[config.mk]
export PLATFORM = sky130hd
export DESIGN_NAME = elastic_fifo
export DESIGN_NICKNAME = d
export VERILOG_FILES = /design/src/rtl/elastic_fifo.sv
export SDC_FILE = /design/constraint.sdc
export NUM_CORES = 1
export LEC_CHECK = 0
export ABC_CLOCK_PERIOD_IN_PS = 1800
export CAP_MARGIN = 20
export CORE_UTILIZATION = 50
export CTS_BUF_LIST = sky130_fd_sc_hd__clkbuf_8
export DETAILED_ROUTE_END_ITERATION = 6
export PLACE_DENSITY = 0.77
export SETUP_SLACK_MARGIN = 0.05
export SLEW_MARGIN = 20
export SYNTH_ARGS = -nofsm -noshare
export SYNTH_HDL_FRONTEND = slang
export SYNTH_SLANG_ARGS = --single-unit
[constraint.sdc]
create_clock -name clk -period 1.8 [get_ports clk]
set_input_delay 0.36 -clock clk [delete_from_list [all_inputs] [get_ports clk]]
set_output_delay 0.36 -clock clk [all_outputs]
set_load 0.1 [all_outputs]
[src/rtl/elastic_fifo.sv]
// elastic_fifo: DEPTH-entry ready/valid elastic buffer with synchronous flush; 1-cycle latency, ready_in never depends on ready_out.
// Define ELASTIC_FIFO_BYPASS_EN to forward data_in straight to data_out while the buffer is empty (zero latency).
module elastic_fifo #(
  parameter int DATA_WIDTH = 8,
  parameter int DEPTH      = 4,
  localparam int CNT_W     = $clog2(DEPTH + 1)
) (
  input  logic                  clk,
  input  logic                  reset,
  input  logic                  flush,
  input  logic                  valid_in,
  output logic                  ready_in,
  input  logic [DATA_WIDTH-1:0] data_in,
  output logic                  valid_out,
  input  logic                  ready_out,
  output logic [DATA_WIDTH-1:0] data_out,
  output logic [CNT_W-1:0]      count,
  output logic                  full,
  output logic                  empty
);

  localparam int PTR_W = (DEPTH > 1) ? $clog2(DEPTH) : 1;
  localparam logic [PTR_W-1:0] LAST_PTR = PTR_W'(DEPTH - 1);
  localparam logic [CNT_W-1:0] FULL_CNT = CNT_W'(DEPTH);

  logic [DATA_WIDTH-1:0] mem [DEPTH];
  logic [PTR_W-1:0]      rd_ptr;
  logic [PTR_W-1:0]      wr_ptr;
  logic                  push;
  logic                  pop;
  logic                  write;
  logic                  bypass;

  // Pointers wrap explicitly so DEPTH need not be a power of two.
  function automatic logic [PTR_W-1:0] next_ptr(input logic [PTR_W-1:0] p);
    return (p == LAST_PTR) ? '0 : p + 1'b1;
  endfunction

  assign full     = (count == FULL_CNT);
  assign empty    = (count == '0);
  assign ready_in = !full && !flush && reset;
  assign push     = valid_in && ready_in;

`ifdef ELASTIC_FIFO_BYPASS_EN
  assign bypass = empty && valid_in && !flush && reset;
`else
  assign bypass = 1'b0;
`endif

  assign valid_out = (!empty && !flush) || bypass;
  assign data_out  = bypass ? data_in : mem[rd_ptr];

  // pop covers stored entries only; a bypassed item taken this cycle is simply never written.
  assign pop   = !empty && !flush && ready_out;
  assign write = push && !(bypass && ready_out);

  always_ff @(posedge clk or negedge reset) begin
    if (!reset) begin
      rd_ptr <= '0;
      wr_ptr <= '0;
      count  <= '0;
    end else if (flush) begin
      rd_ptr <= '0;
      wr_ptr <= '0;
      count  <= '0;
    end else begin
      if (write) wr_ptr <= next_ptr(wr_ptr);
      if (pop)   rd_ptr <= next_ptr(rd_ptr);
      case ({write, pop})
        2'b10:   count <= count + 1'b1;
        2'b01:   count <= count - 1'b1;
        default: count <= count;
      endcase
    end
  end

  always_ff @(posedge clk or negedge reset) begin
    if (!reset) begin
      for (int i = 0; i < DEPTH; i++) mem[i] <= '0;
    end else if (write) begin
      mem[wr_ptr] <= data_in;
    end
  end

endmodule

## Yosys cells after proc, flatten, opt, wreduce, memory -nomap -nowiden

Cells that the tools add are included.

- $add $sub $neg: 4
- Reduce and logical (&&, ||, !) cells: 13
- Multiplexer cells: 14
- Equality and inequality tests: 5
- Bitwise gates (word level): 2
- Order comparisons: 3

Operators by type and width:

| operator | number |
|---|---|
| bitwise mux 32 bit | 1 |
| two-way mux 8 bit | 3 |
| binary-select mux 8 bit (select 2 bit) | 1 |
| demux 8 bit (select 2 bit) | 1 |
| two-way mux 2 bit | 6 |
| == test 2 bit (second input constant) | 3 |
| greater-or-equal comparator 3 bit (second input constant) | 2 |
| logical AND 1 bit | 6 |
| NOT 2 -> 3 bit | 2 |
| case mux 3 bit (2 select lines) | 1 |
| adder 2 x 1 -> 2 bit (second input constant) | 2 |
| nonzero test 2 bit | 2 |
| adder 3 x 1 -> 3 bit (second input constant) | 1 |
| == test 3 bit (second input constant) | 1 |
| logical NOT 1 bit | 3 |
| logical NOT 3 bit | 1 |
| less-than comparator 3 x 1 -> 1 bit (second input constant) | 1 |
| two-way mux 3 bit | 1 |
| nonzero test 3 bit | 1 |
| subtractor 3 x 1 -> 3 bit (second input constant) | 1 |
| == test 2 x 1 -> 1 bit (second input constant) | 1 |

- Flip-flop bits (word level): 39
- Word-level logic and storage cells: 48
- Input bits: 13
- Output and inout port bits: 15

## Logic depth before layout (Yosys ltp)

- Depth in word-level cells: 8
- Mapped depth: 7
- Mapped depth without buffers: 7

## Worst setup path before layout

No wires, ideal clock.

- Path type: register to output
- Start point: reg count[1]
- End point: out ready_in
- Data required time: 1.440 ns
- Data arrival time: 4.098 ns
- Buffers on the path: 0
- Stages on the path, launching flop included: 4
- Setup slack: -2.658 ns
- Cell sequence: dfrtp_1 > nor2_2 > and2_1 > nor3b_1

- Word-level cells in the longest chain between the ends: 4

Ends and longest elaborated chain:

| what | RTL line | source |
|---|---|---|
| start: declaration | 17 | `output logic [CNT_W-1:0] count,` |
| start signal: assignment | 70 | `2'b10: count <= count + 1'b1;` |
| start signal: assignment | 71 | `2'b01: count <= count - 1'b1;` |
| start signal: assignment | 72 | `default: count <= count;` |
| == test 3 bit | 39 | `assign full = (count == FULL_CNT);` |
| via full | 18 | `output logic full,` |
| logical NOT 1 bit | 41 | `assign ready_in = !full && !flush && reset;` |
| logical AND 1 bit (2 in series) | 41 |  |
| end: declaration | 12 | `output logic ready_in,` |

The timed path passes the listed nets, and every way through them passes these cells.

## Worst setup path after layout

- Start point: reg rd_ptr[0]
- End point: out data_out[5]

- Word-level cells in the longest chain between the ends: 4

Ends and longest elaborated chain:

| what | RTL line | source |
|---|---|---|
| start: declaration | 27 | `logic [PTR_W-1:0] rd_ptr;` |
| start signal: assignment | 68 | `if (pop) rd_ptr <= next_ptr(rd_ptr);` |
| NOT 2 -> 3 bit (implied by the code) | 51 | `assign data_out = bypass ? data_in : mem[rd_ptr];` |
| binary-select mux 8 bit (select 2 bit) | 51 |  |
| two-way mux 8 bit (implied by the code) (2 in series) | 51 |  |
| end: declaration | 16 | `output logic [DATA_WIDTH-1:0] data_out,` |

No other way between the ends. The select of a mux whose other input is x is not followed.

==> metrics.yaml <==
finalMaxSlewViolations: 0
initialDrtViolationCount: 49
clock_tree_from_tritoncts: "built"
num_rows: 22
reg2reg_slack_ns: -0.11
worstSkewPairLatency_ns: 0.29
layout_min_cycle_time_ns: 1.916
timing.critical_path.slowest_stage_cell: "mux4_2"
setup_violations: 13
die_w_um: 63.74
die_y_um: 63.74
placement.setup.worst_slack_ns: -0.3713
cts.reportedPaths.clkPinSlew_ns: 0.07
grt_max_degree: 40
worst-endpoint-required_ns: 1.44
num_io_pins: 28
setup.worst_path.end_class: "output pin"
fraction_of_synthesized_cell_area_taken_by_the_top_area_cell_type_pct: 51.21
p_clk_share_pct: 14.7
synth-seq-cells: 39
cts.hold.buffers_added: 0
total_chip_power_mw: 3.842
post_synth.cell_area_avg_um2: 14.55
synth_top_cell_by_area: "dfrtp_1"
pwr_density_cell_mw_per_mm2: 1378
post_synthesis_net_count: 150
groute.layer.met1.usage_pct: 27.95
slowest_delay_ns: 0.55
place.port_buffers: 27
final.period_utilization_pct: 106.5
postLayoutCoreUtil_pct: 76.14
fmax_mhz: 521.8
finalInstanceArea_mm2: 0.002788
failed_checks: "negative setup slack"
antenna_left: 0
yosysWarnings: 0
timing.hold.worst.class: "in -> async"
drive_above_1_share_pct: 59.16
cts_num_sinks: 39
power.combinational.fraction_pct: 56.5
use_met3_pct: 5.536
route.detailed.drc: 0
cts.path.max_buffers: 2
power_leakage_nw: 1.310
fill_cells: 208
synth_ff_type: "dfrtp_1"
ctsHtreeMaxLevel: 2
overall_global_routing_usage_pct: 21.36
peakVddDrop_v: 0.0009511
critPathArrivalTime_ns: 1.56
seqPwrFrac_pct: 28.8
cts_inserted_buffers: 5
outcome: "finished, violations left"
slew_headroom_pct: 67.42
synth-edff-count: 0
gr-max-usage-layer: "met2"
synth.cell_area_mm2: 0.001906
synth.area.top_cells: "dfrtp_1 51%, mux2_2 19%, mux4_2 9.5%"
path_class: "reg -> out"
core_area_mm2: 0.003661
finClkSkew_ns: 0.002574
grt_first_pass_wirelength_mm: 6.437
routedWlPerCell_um: 17.24
ctsRootBufferMaster: "clkbuf_8"
share_of_async_settable_or_async_resettable_flops_after_synthesis_pct: 100.0
routed_via_density: 5.343
placed_inst_area_mm2: 0.002550
synthMostInstantiatedCell: "dfrtp_1"
switching_share_pct: 42.12
areaGrowthSynthToFinish_pct: 46.29
fin_worst_hold_slack_ns: 0.1957
synthesized_netlist_cell_count: 131
final_hold_viol_count: 0
cap_violations: 0
ys_types: 28
grt_setup_unrepaired: "true"
gr-total-overflow: 0
worst_slew_pin_slew_ns: 0.4886
dp_hpwl_mm: 2.729
wl_mm: 4.121
int_power_mw: 2.224
crit_fanout: 6
antenna_violations_before_repair: 0
finalWorstSetupSlack_ns: -0.1164
final_nets: 209
first_global_vias: 1369
critical_path.startpoint_type: "register"
total_switching_power_mw: 1.618
initial_utilization_pct: 52.05
ys_top_cells_by_count: "39 x dfrtp_1, 32 x mux2_2, 8 x mux4_2"
cp_cell_sequence: "buf_6 -> mux4_2 -> buf_12"
gp_congestion: 0.7250
drt_first_pass_iters: 4
detailroute.via_count: 1277
yosysSeqAreaShare_pct: 51.21
grt.met2_usage_pct: 35.11
fp.dieArea_mm2: 0.004062
antenna-diode-count: 0
[state kept, by name (all words and copies together), names as in the netlist]
register,flops
rd_ptr,2
wr_ptr,2
mem,32
count,3
[worst paths after layout]
kind                                             from              endpoint  cells after the start
worst max register to register   count[0]$_DFFE_PN0P_  count[2]$_DFFE_PN0P_                      8
min in group clk                   mem[0]$_DFFE_PN0P_    mem[0]$_DFFE_PN0P_                      1
worst min-delay path                            reset    mem[7]$_DFFE_PN0P_                      2
worst max-delay path            rd_ptr[0]$_DFFE_PN0P_           data_out[5]                      3
worst min register to register     mem[0]$_DFFE_PN0P_    mem[0]$_DFFE_PN0P_                      1
max in group asynchronous                       reset  count[0]$_DFFE_PN0P_                      2
[metrics by stage]
stage	instances	setup TNS (ns)
final	239	-1.162
after global routing	239	-1.895
after CTS	234	-1.185
after detailed placement	221	-8.425
after global placement	221	-6.331
after floorplan	131	-4.513
[routing by layer]
layer,share of wire (%),vias up,wire (µm)
met5,0,-,0
met4,1.1,0,44
met3,3.3,7,135
met2,54,21,2223
met1,42,651,1717
li1,-,598,-
[final cells by class]
cell class,count,area (µm²),share of cell area [%]
clock inverter,3,16.27,0.5835
timing repair buffer,55,655.6,23.52
clock buffer,5,68.82,2.469
inverter,2,7.507,0.2693
sequential,39,987.2,35.41
multi-input combinational,87,992.2,35.59
tap,48,60.06,2.154
[cells in the final DEF (no fill, tap or decap), types with 3 or more instances in the layout]
cell type,Yosys,layout
dfrtp_1,39,36
mux2_2,32,32
buf_4,0,21
buf_12,0,15
clkdlybuf4s50_1,0,11
mux4_2,8,8
nor2_1,7,6
buf_6,0,6
ha_1,5,5
clkbuf_8,0,5
nand2_4,0,4
nand2b_1,4,4
inv_1,2,3
mux2i_1,3,3
o21ai_0,4,3
dfrtp_4,0,3
[cells by family (layout without fill, tap and decap cells)]
logic type | Yosys count | count (layout) | synth area share [%]
xor gates and xnor gates | 2 | 2 | 0.9194
adders and majority gates | 6 | 6 | 4.334
AOI/OAI and AO/OA | 7 | 7 | 2.627
muxes | 44 | 44 | 30.53
DFF | 39 | 39 | 51.21
and+or+nand+nor | 28 | 28 | 9.324
buffers and inverters | 5 | 65 | 1.050
[worst max-delay path, delay by kind of cell (launching register included)]
kind | cells | cell delay (ns)
buffers and inverters | 2 | 0.35
DFF | 1 | 0.36
muxes | 1 | 0.55
[power by group through the flow]
stage	Clock, mW	Combinational [mW]	Sequential, mW
2_1_floorplan	0	1.11	1.22
3_3_place_gp	0	1.91	1.11
3_5_place_dp	0	1.94	1.13
4_1_cts	0.576	2.09	1.10
5_1_grt	0.617	2.24	1.12
6_report	0.564	2.17	1.11
[timing repair]
item / CTS / global route
setup endpoints to repair: 13 / 48
resized for setup: 10 / 10
gates cloned: 0 / 0
pin swaps: 4 / 4
setup buffers: 5 / 6
hold endpoints to repair: 0 / 0
Note: power is estimated with default switching activity, not from simulation.
